===== config.mk =====
export PLATFORM = sky130hd
export DESIGN_NAME = instr_decode
export DESIGN_NICKNAME = d
export VERILOG_FILES = /design/src/rtl/instr_decode.sv
export SDC_FILE = /design/constraint.sdc
export NUM_CORES = 1
export LEC_CHECK = 0
export ABC_AREA = 1
export ABC_CLOCK_PERIOD_IN_PS = 1200
export BUFFER_PORTS_ARGS = -buffer_cell sky130_fd_sc_hd__buf_4
export CAP_MARGIN = 40
export CORE_MARGIN = 3
export CORE_UTILIZATION = 44
export CTS_CLUSTER_DIAMETER = 40
export DETAILED_ROUTE_END_ITERATION = 7
export HOLD_SLACK_MARGIN = 0.1
export PLACE_DENSITY_LB_ADDON = 0.3
export SLEW_MARGIN = 15
export SYNTH_ARGS = -nofsm -noshare
export SYNTH_HDL_FRONTEND = slang
export SYNTH_SLANG_ARGS = --single-unit

===== constraint.sdc =====
create_clock -name i_clk -period 1.2 [get_ports i_clk]
set_input_delay 0.18 -clock i_clk [delete_from_list [all_inputs] [get_ports i_clk]]
set_output_delay 0.18 -clock i_clk [all_outputs]
set_load 0.03 [all_outputs]

===== src/rtl/instr_decode.sv =====
// instr_decode: ID stage that registers one 16-bit instruction per handshake and decodes it
// into operand fields and write/read strobes, flagging illegal encodings and counting retirements.
module instr_decode #(
    parameter logic [1:0] DIRECT_LD  = 2'b10,
    parameter logic [1:0] DEFAULT_LD = 2'b00,
    parameter int         CNT_W      = 8
) (
    input  logic             i_clk,
    input  logic             i_rst,
    input  logic             i_flush,
    input  logic             i_valid,
    output logic             o_ready,
    input  logic [15:0]      i_instr,
    output logic             o_valid,
    input  logic             i_ready,
    output logic [3:0]       o_op,
    output logic [1:0]       o_rf_addr,
    output logic [9:0]       o_dm_addr,
    output logic [7:0]       o_imm,
    output logic             o_imm_sel,
    output logic             o_acc_we,
    output logic             o_rf_we,
    output logic             o_dm_re,
    output logic             o_dm_we,
    output logic             o_illegal,
    output logic [CNT_W-1:0] o_retired_cnt,
    output logic [CNT_W-1:0] o_illegal_cnt
);
    localparam logic [3:0] OP_NOP = 4'd0, OP_LD = 4'd1, OP_ST = 4'd2,
                           OP_ADD = 4'd3, OP_XOR_BIT = 4'd4, OP_STM = 4'd5;

    logic [3:0]       w_op;
    logic [1:0]       w_mode;
    logic             w_known, w_ill, w_accept, w_out_hs;
    logic             r_valid, r_illegal, r_imm_sel, r_acc_we, r_rf_we, r_dm_re, r_dm_we;
    logic [3:0]       r_op;
    logic [15:0]      r_instr;
    logic [CNT_W-1:0] r_retired, r_ill_cnt;

    always_comb begin
        w_op     = i_instr[5:2];
        w_mode   = i_instr[7:6];
        w_known  = w_op <= OP_STM;
        w_ill    = !w_known || (w_op == OP_LD && w_mode != DIRECT_LD && w_mode != DEFAULT_LD);
        o_ready  = !i_rst && !i_flush && (!r_valid || i_ready);
        w_accept = i_valid && o_ready;
        w_out_hs = r_valid && i_ready;
    end

    always_ff @(posedge i_clk) begin
        if (i_rst) begin
            r_valid   <= 1'b0;
            r_instr   <= '0;
            r_op      <= OP_NOP;
            r_illegal <= 1'b0;
            r_imm_sel <= 1'b0;
            r_acc_we  <= 1'b0;
            r_rf_we   <= 1'b0;
            r_dm_re   <= 1'b0;
            r_dm_we   <= 1'b0;
            r_retired <= '0;
            r_ill_cnt <= '0;
        end else if (i_flush) begin
            r_valid <= 1'b0;
        end else begin
            if (w_accept) begin
                r_valid   <= 1'b1;
                r_instr   <= i_instr;
                r_op      <= w_ill ? OP_NOP : w_op;
                r_illegal <= w_ill;
                r_imm_sel <= !w_ill && w_op == OP_LD && w_mode == DIRECT_LD;
                r_acc_we  <= !w_ill && (w_op == OP_LD || w_op == OP_ADD || w_op == OP_XOR_BIT);
                r_rf_we   <= !w_ill && w_op == OP_ST;
                r_dm_re   <= !w_ill && w_op == OP_LD && w_mode == DEFAULT_LD;
                r_dm_we   <= !w_ill && w_op == OP_STM;
            end else if (w_out_hs) begin
                r_valid <= 1'b0;
            end
            if (w_out_hs) begin
                r_retired <= r_retired + 1'b1;
                r_ill_cnt <= r_ill_cnt + CNT_W'(r_illegal);
            end
        end
    end

    // Strobes are gated by valid so a drained or flushed slot never writes anything.
    always_comb begin
        o_valid       = r_valid;
        o_op          = r_op;
        o_rf_addr     = r_instr[1:0];
        o_dm_addr     = r_instr[15:6];
        o_imm         = r_instr[15:8];
        o_imm_sel     = r_valid && r_imm_sel;
        o_acc_we      = r_valid && r_acc_we;
        o_rf_we       = r_valid && r_rf_we;
        o_dm_re       = r_valid && r_dm_re;
        o_dm_we       = r_valid && r_dm_we;
        o_illegal     = r_valid && r_illegal;
        o_retired_cnt = r_retired;
        o_illegal_cnt = r_ill_cnt;
    end
endmodule

# Yosys cells after proc, flatten, opt, wreduce, memory -nomap -nowiden
# Cells that the tools add are included.
[classes]
addsub = 2
mul = 0
div_mod_pow = 0
magnitude_cmp = 1
eq_ne = 7
n_shift = 0
mux = 3
n_bitwise = 1
n_reduce_logical = 33
[op_table]
columns = ["operator", "n"]
rows = [
  ["$logic_and 1x1->1", 18],
  ["$add 8x1->8", 1],
  ["$add 8x1->8 const B", 1],
  ["$eq 4x2->1 const B", 2],
  ["$eq 4x3->1 const B", 2],
  ["$logic_not 1->1", 5],
  ["$eq 4x1->1 const B", 1],
  ["$le 4x3->1 const B", 1],
  ["$logic_or 1x1->1", 4],
  ["$mux 4", 1],
  ["$reduce_and 2->1", 2],
  ["$reduce_bool 2->1", 2],
  ["$eq 2x2->1 const B", 1],
  ["$logic_not 2->1", 1],
  ["$mux 1", 2],
  ["$ne 2x2->1 const B", 1],
  ["$reduce_or 2->1", 1],
  ["$not 1->1", 1],
]
[totals]
ff_bits = 43
latchBits = 0
ramBits = 0
mem_bits_ro = 0
inputBits = 21
out_inout_bits = 48
wordCells = 58
memories = 0

# Logic depth before layout (Yosys ltp)
[logic_depth]
word_depth = 7
mapped_depth = 8
depth_no_buf = 7

# Worst setup path after synthesis
# No wires, ideal clock.
[synth_path]
path_kind = "register to register"
startpoint = "register r_valid, in the netlist o_valid"
endpoint = "register r_ill_cnt[6], in the netlist o_illegal_cnt[6]"
setup_time_ns = 0.110
arrival_ns = 1.304
required_ns = 1.090
path_slack_ns = -0.214
stages_incl_launch_ff = 9
n_path_buf = 1
synth_period_minus_slack_ns = 1.414
path_cell_list = "dfxtp_1 buf_4 nand2_2 nor2_4 nand3b_4 nor2_1 nand2_1 nand2_1 nor2_1"
[synth_between]
elab_chain_len = 2
[synth_lines]
columns = ["item", "line", "text"]
rows = [
  ["from (decl)", "35", "logic r_valid, r_illegal, r_imm_sel, r_acc_we, r_rf_we, r_dm_re, r_dm_we;"],
  ["from (signal assigned)", "52", "r_valid <= 1'b0;"],
  ["from (signal assigned)", "64", "r_valid <= 1'b0;"],
  ["from (signal assigned)", "67", "r_valid <= 1'b1;"],
  ["$logic_and 1x1->1", "47", "w_out_hs = r_valid && i_ready;"],
  ["$reduce_and 2->1 (no line)", "-", ""],
  ["to (signal assigned)", "81", "r_ill_cnt <= r_ill_cnt + CNT_W'(r_illegal);"],
  ["to (decl)", "38", "logic [CNT_W-1:0] r_retired, r_ill_cnt;"],
]
# Every way passes these cells.
# A chain may end at the register's enable or synchronous reset.

# Worst setup path after layout
[layout_path]
startpoint = "register r_valid, in the netlist o_valid"
endpoint = "output port o_dm_re"
[layout_between]
elab_chain_len = 1
[layout_lines]
columns = ["item", "line", "text"]
rows = [
  ["$logic_and 1x1->1", "96", "o_dm_re = r_valid && r_dm_re;"],
  ["to (decl)", "23", "output logic o_dm_re,"],
]
# Every way passes these cells.

==> run summary <==
• share of the synthesized area in the top cell type: 42.7%
• DIE AREA: 0.00496 mm²
• violations in the final reports: setup timing
• average wire per cell in the routed design: 11.5 µm
• P&R area growth vs syn: 42.0%
• global-route wire length before repair: 6710 µm
• clk_lat worst skew: 290 ps
• required time of the critical path: 1020 ps
• endpoint kind of the worst setup timing path: primary output
• simple-gate share of the synthesized area: 31.1%
• Initial DRT Pass Iterations: 4
• CTS H-tree depth: 2
• setup_tns: -103 ps
• portion of total power attributed to the clock network: 34.4%
• number of antenna violations at the first check in global routing: 0
• Tot GR Track Use: 16.6%
• share of the synthesized area in compound gates (AO/OA/AOI/OAI): 11.5%
• main combinational cell family by area after synthesis: simple AND/OR/NAND/NOR gates
• port buffer count: 68
• Hold Fails Final Rpt: 0
• DRC marker count from the first detailed-route iteration: 72
• number of antenna-violating nets in the routed design: 0
• Max stage delay cell, worst path: sky130_fd_sc_hd__dfxtp_4
• critical path fanouts, max: 7
• height of the die: 70.5 µm
• worst voltage drop across the vdd grid: 0.745 mV
• startpoint type of the worst setup path: flop
• count of endpoints failing setup in the final report: 4
• combined area of all synthesized cells: 0.00183 mm²
• number of synthesized register bits: 39
• pin count of the biggest net entering global routing: 21
• cell taking the most area after synthesis: sky130_fd_sc_hd__dfxtp_1
• highest clock frequency the design can meet: 811 MHz
• Cell Rows: 22
• number of sinks on the clock net: 39
• most prevalent standard cell on the critical path: sky130_fd_sc_hd__buf_6
• number of vias after detailed routing: 1746
• total half-perimeter wirelength after legalization and detailed placement: 3090 µm
• XOR/XNOR share of the synthesized area: 0%
• Core Region: 0.00383 mm²
• post-synthesis cell type count: 25
• worst setup path category: reg2out
• net count reported at finish: 344
• TritonCTS clock tree: done
• vias in the first global route: 1560
• Bufs on Longest Clock Path: 2
• sequential share of the synthesized area: 42.7%
• delay of the slowest critical-path stage: 400 ps
• effective utilization at floorplan: 47.8%
• Setup WS post-layout: -33.8 ps
• setup repair after global routing missed its margin: yes
• Synthesis Warnings: 0
• antenna cell count: 0
• number of instances in the synthesized netlist: 251
• status: finished, violations left
• max-capacitance violation count: 0
• Pleak: 1.25 nW
• average via count per standard cell: 4.73
• post-synthesis average cell area: 7.28 µm²
• share of final-layout standard cells stronger than drive strength 1: 38.0%
• overflow left after global routing: 0
• Power Internal: 1.84 mW
• Final Cycle Share: 103%
• clock skew after layout: 4.21 ps
• final hold slack: 131 ps
• switching fraction of total power: 25.2%
• Comb power frac: 11.7%
• synthesized net count: 275
• CP bufs+invs: 3
• number of top-level design ports: 69
• final routed wirelength across all metal layers: 4250 µm
• Cell Chain, Critical Path: buf_6 > nand2_2 > inv_2 > buf_6
• total count of max-transition violations in the final report: 0
• post-synthesis mux area share: 0%
• Switching Power: 0.621 mW
• category of cells accounting for the largest share of critical-path delay: flip-flops
• transition time at the pin with the least slew margin: 369 ps
• fin crit period: 1230 ps
• power density over the cells: 948 mW/mm²
• fraction of power consumed by sequential logic: 53.8%
• Hold Crit Class: in2reg
• global placement routability congestion: 0.770
• width of the die: 70.5 µm
• headroom to the max-slew limit: 75.4%
• root buffer cell: sky130_fd_sc_hd__clkbuf_8
• DRC Markers: 0
• clock transition at the registers of the reported paths: 70 ps
• cts bufs inserted: 5
• Arrival @ worst endpoint: 1050 ps
• adder-cell area share of the yosys netlist: 2.05%
• most area-consuming cells after synthesis: sky130_fd_sc_hd__dfxtp_1 43%, sky130_fd_sc_hd__nand2_1 14%, sky130_fd_sc_hd__a21oi_1 7.1%
==> registers in the layout, indices dropped and copies added, names as in the netlist, 4 cells and up <==
signal	count
o_op	4
r_instr	12
o_retired_cnt	8
o_illegal_cnt	8
==> path summary, 6_finish.rpt <==
path	start	depth (start not counted)	slack, ps	endpoint
max	o_valid	4	-30	o_dm_re
min	i_rst	2	130	o_illegal_cnt[5]
max reg2reg	o_illegal_cnt[0]	6	40	o_illegal_cnt[7]
min reg2reg	o_op[3]	2	450	o_op[3]
==> cells in the mapped netlist <==
cell type and number:
sky130_fd_sc_hd__a21oi_1 26, sky130_fd_sc_hd__nand2_1 69, sky130_fd_sc_hd__dfxtp_1 39, sky130_fd_sc_hd__inv_1 32
sky130_fd_sc_hd__o21bai_1 2, sky130_fd_sc_hd__ha_1 3, sky130_fd_sc_hd__nor2_2 2, sky130_fd_sc_hd__o21ai_0 7
sky130_fd_sc_hd__nand3b_4 2, sky130_fd_sc_hd__buf_2 4, sky130_fd_sc_hd__nor3_1 1, sky130_fd_sc_hd__nand3_1 9
sky130_fd_sc_hd__nand4_1 5, sky130_fd_sc_hd__nand3_2 1, sky130_fd_sc_hd__nor2_4 2, sky130_fd_sc_hd__clkinv_2 1
sky130_fd_sc_hd__nor3b_1 2, sky130_fd_sc_hd__a21boi_0 1, sky130_fd_sc_hd__buf_6 1, sky130_fd_sc_hd__nor2_1 26
sky130_fd_sc_hd__nand2_2 2, sky130_fd_sc_hd__clkbuf_1 2, sky130_fd_sc_hd__nand3_4 1, sky130_fd_sc_hd__buf_4 9
sky130_fd_sc_hd__o21bai_2 2
==> worst register-to-register path: stages (launching register included) <==
cell and delay [ps]:
sky130_fd_sc_hd__dfxtp_4 370, sky130_fd_sc_hd__ha_4 160, sky130_fd_sc_hd__nand3_4 80, sky130_fd_sc_hd__nor2_4 170
sky130_fd_sc_hd__nand3_2 90, sky130_fd_sc_hd__o21bai_1 140, sky130_fd_sc_hd__nor2_1 50
==> cell usage in the layout, fill, tap and decap left out, drive strengths merged <==
cell,count
a21oi,26
nor3b,2
buf,78
clkinv,1
nor3,1
nand3,11
a21boi,1
nand3b,2
ha,3
o21ai,7
nand4,5
o21bai,4
nor2,30
inv,33
dfxtp,39
clkbuf,7
nand2,71
==> metal layers <==
| metal | share of wire, % | track usage [%] | up-vias |
|---|---|---|---|
| met5 | 0 | 0 | - |
| met4 | 1.8 | 7.02 | 0 |
| met1 | 43 | 19.9 | 770 |
| met3 | 6.9 | 4.17 | 7 |
| met2 | 49 | 28.1 | 54 |
| li1 | - | - | 915 |
==> stage by stage <==
step	util [%]	setup slack (ps)	power [mW]	instance area, µm²	cells
floorplan	-	-50.5	1.51	1840	251
global placement	62.1	28.2	1.63	2370	359
detailed placement	62.1	-13.2	1.64	2370	359
CTS	65.5	-30.5	2.49	2500	368
global route	67.9	-82.9	2.58	2600	369
finish	67.9	-33.8	2.46	2600	369
==> what timing repair did <==
item	in CTS	in global routing
resized for setup	17	23
setup buffers	1	1
hold buffers	0	0
pin swaps	5	4
endpoints found under the setup margin	9	18
==> cell type report <==
cell class	count	area [µm²]
flip-flops and latches	39	795
well taps	48	60.1
repair buffers	78	628
inverters	33	126
clock buffers	7	76.3
clock inverters	1	5.00
fillers	339	1230
multi-input cells	163	906
==> power by group through the flow <==
stage	Combinational [mW]	Sequential [mW]	Clock, mW
after floorplan	0.130	1.38	0
after global placement	0.281	1.35	0
after detailed placement	0.284	1.35	0
after CTS	0.288	1.32	0.879
after global routing	0.314	1.33	0.935
final	0.289	1.32	0.848
==> kinds of logic after synthesis <==
kind of cell / count (synthesis)
simple gates: 122
buf+inv: 49
flops: 39
compound gates: 38
fa+ha+maj: 3
No activity file was read; power rests on OpenSTA's default activity.
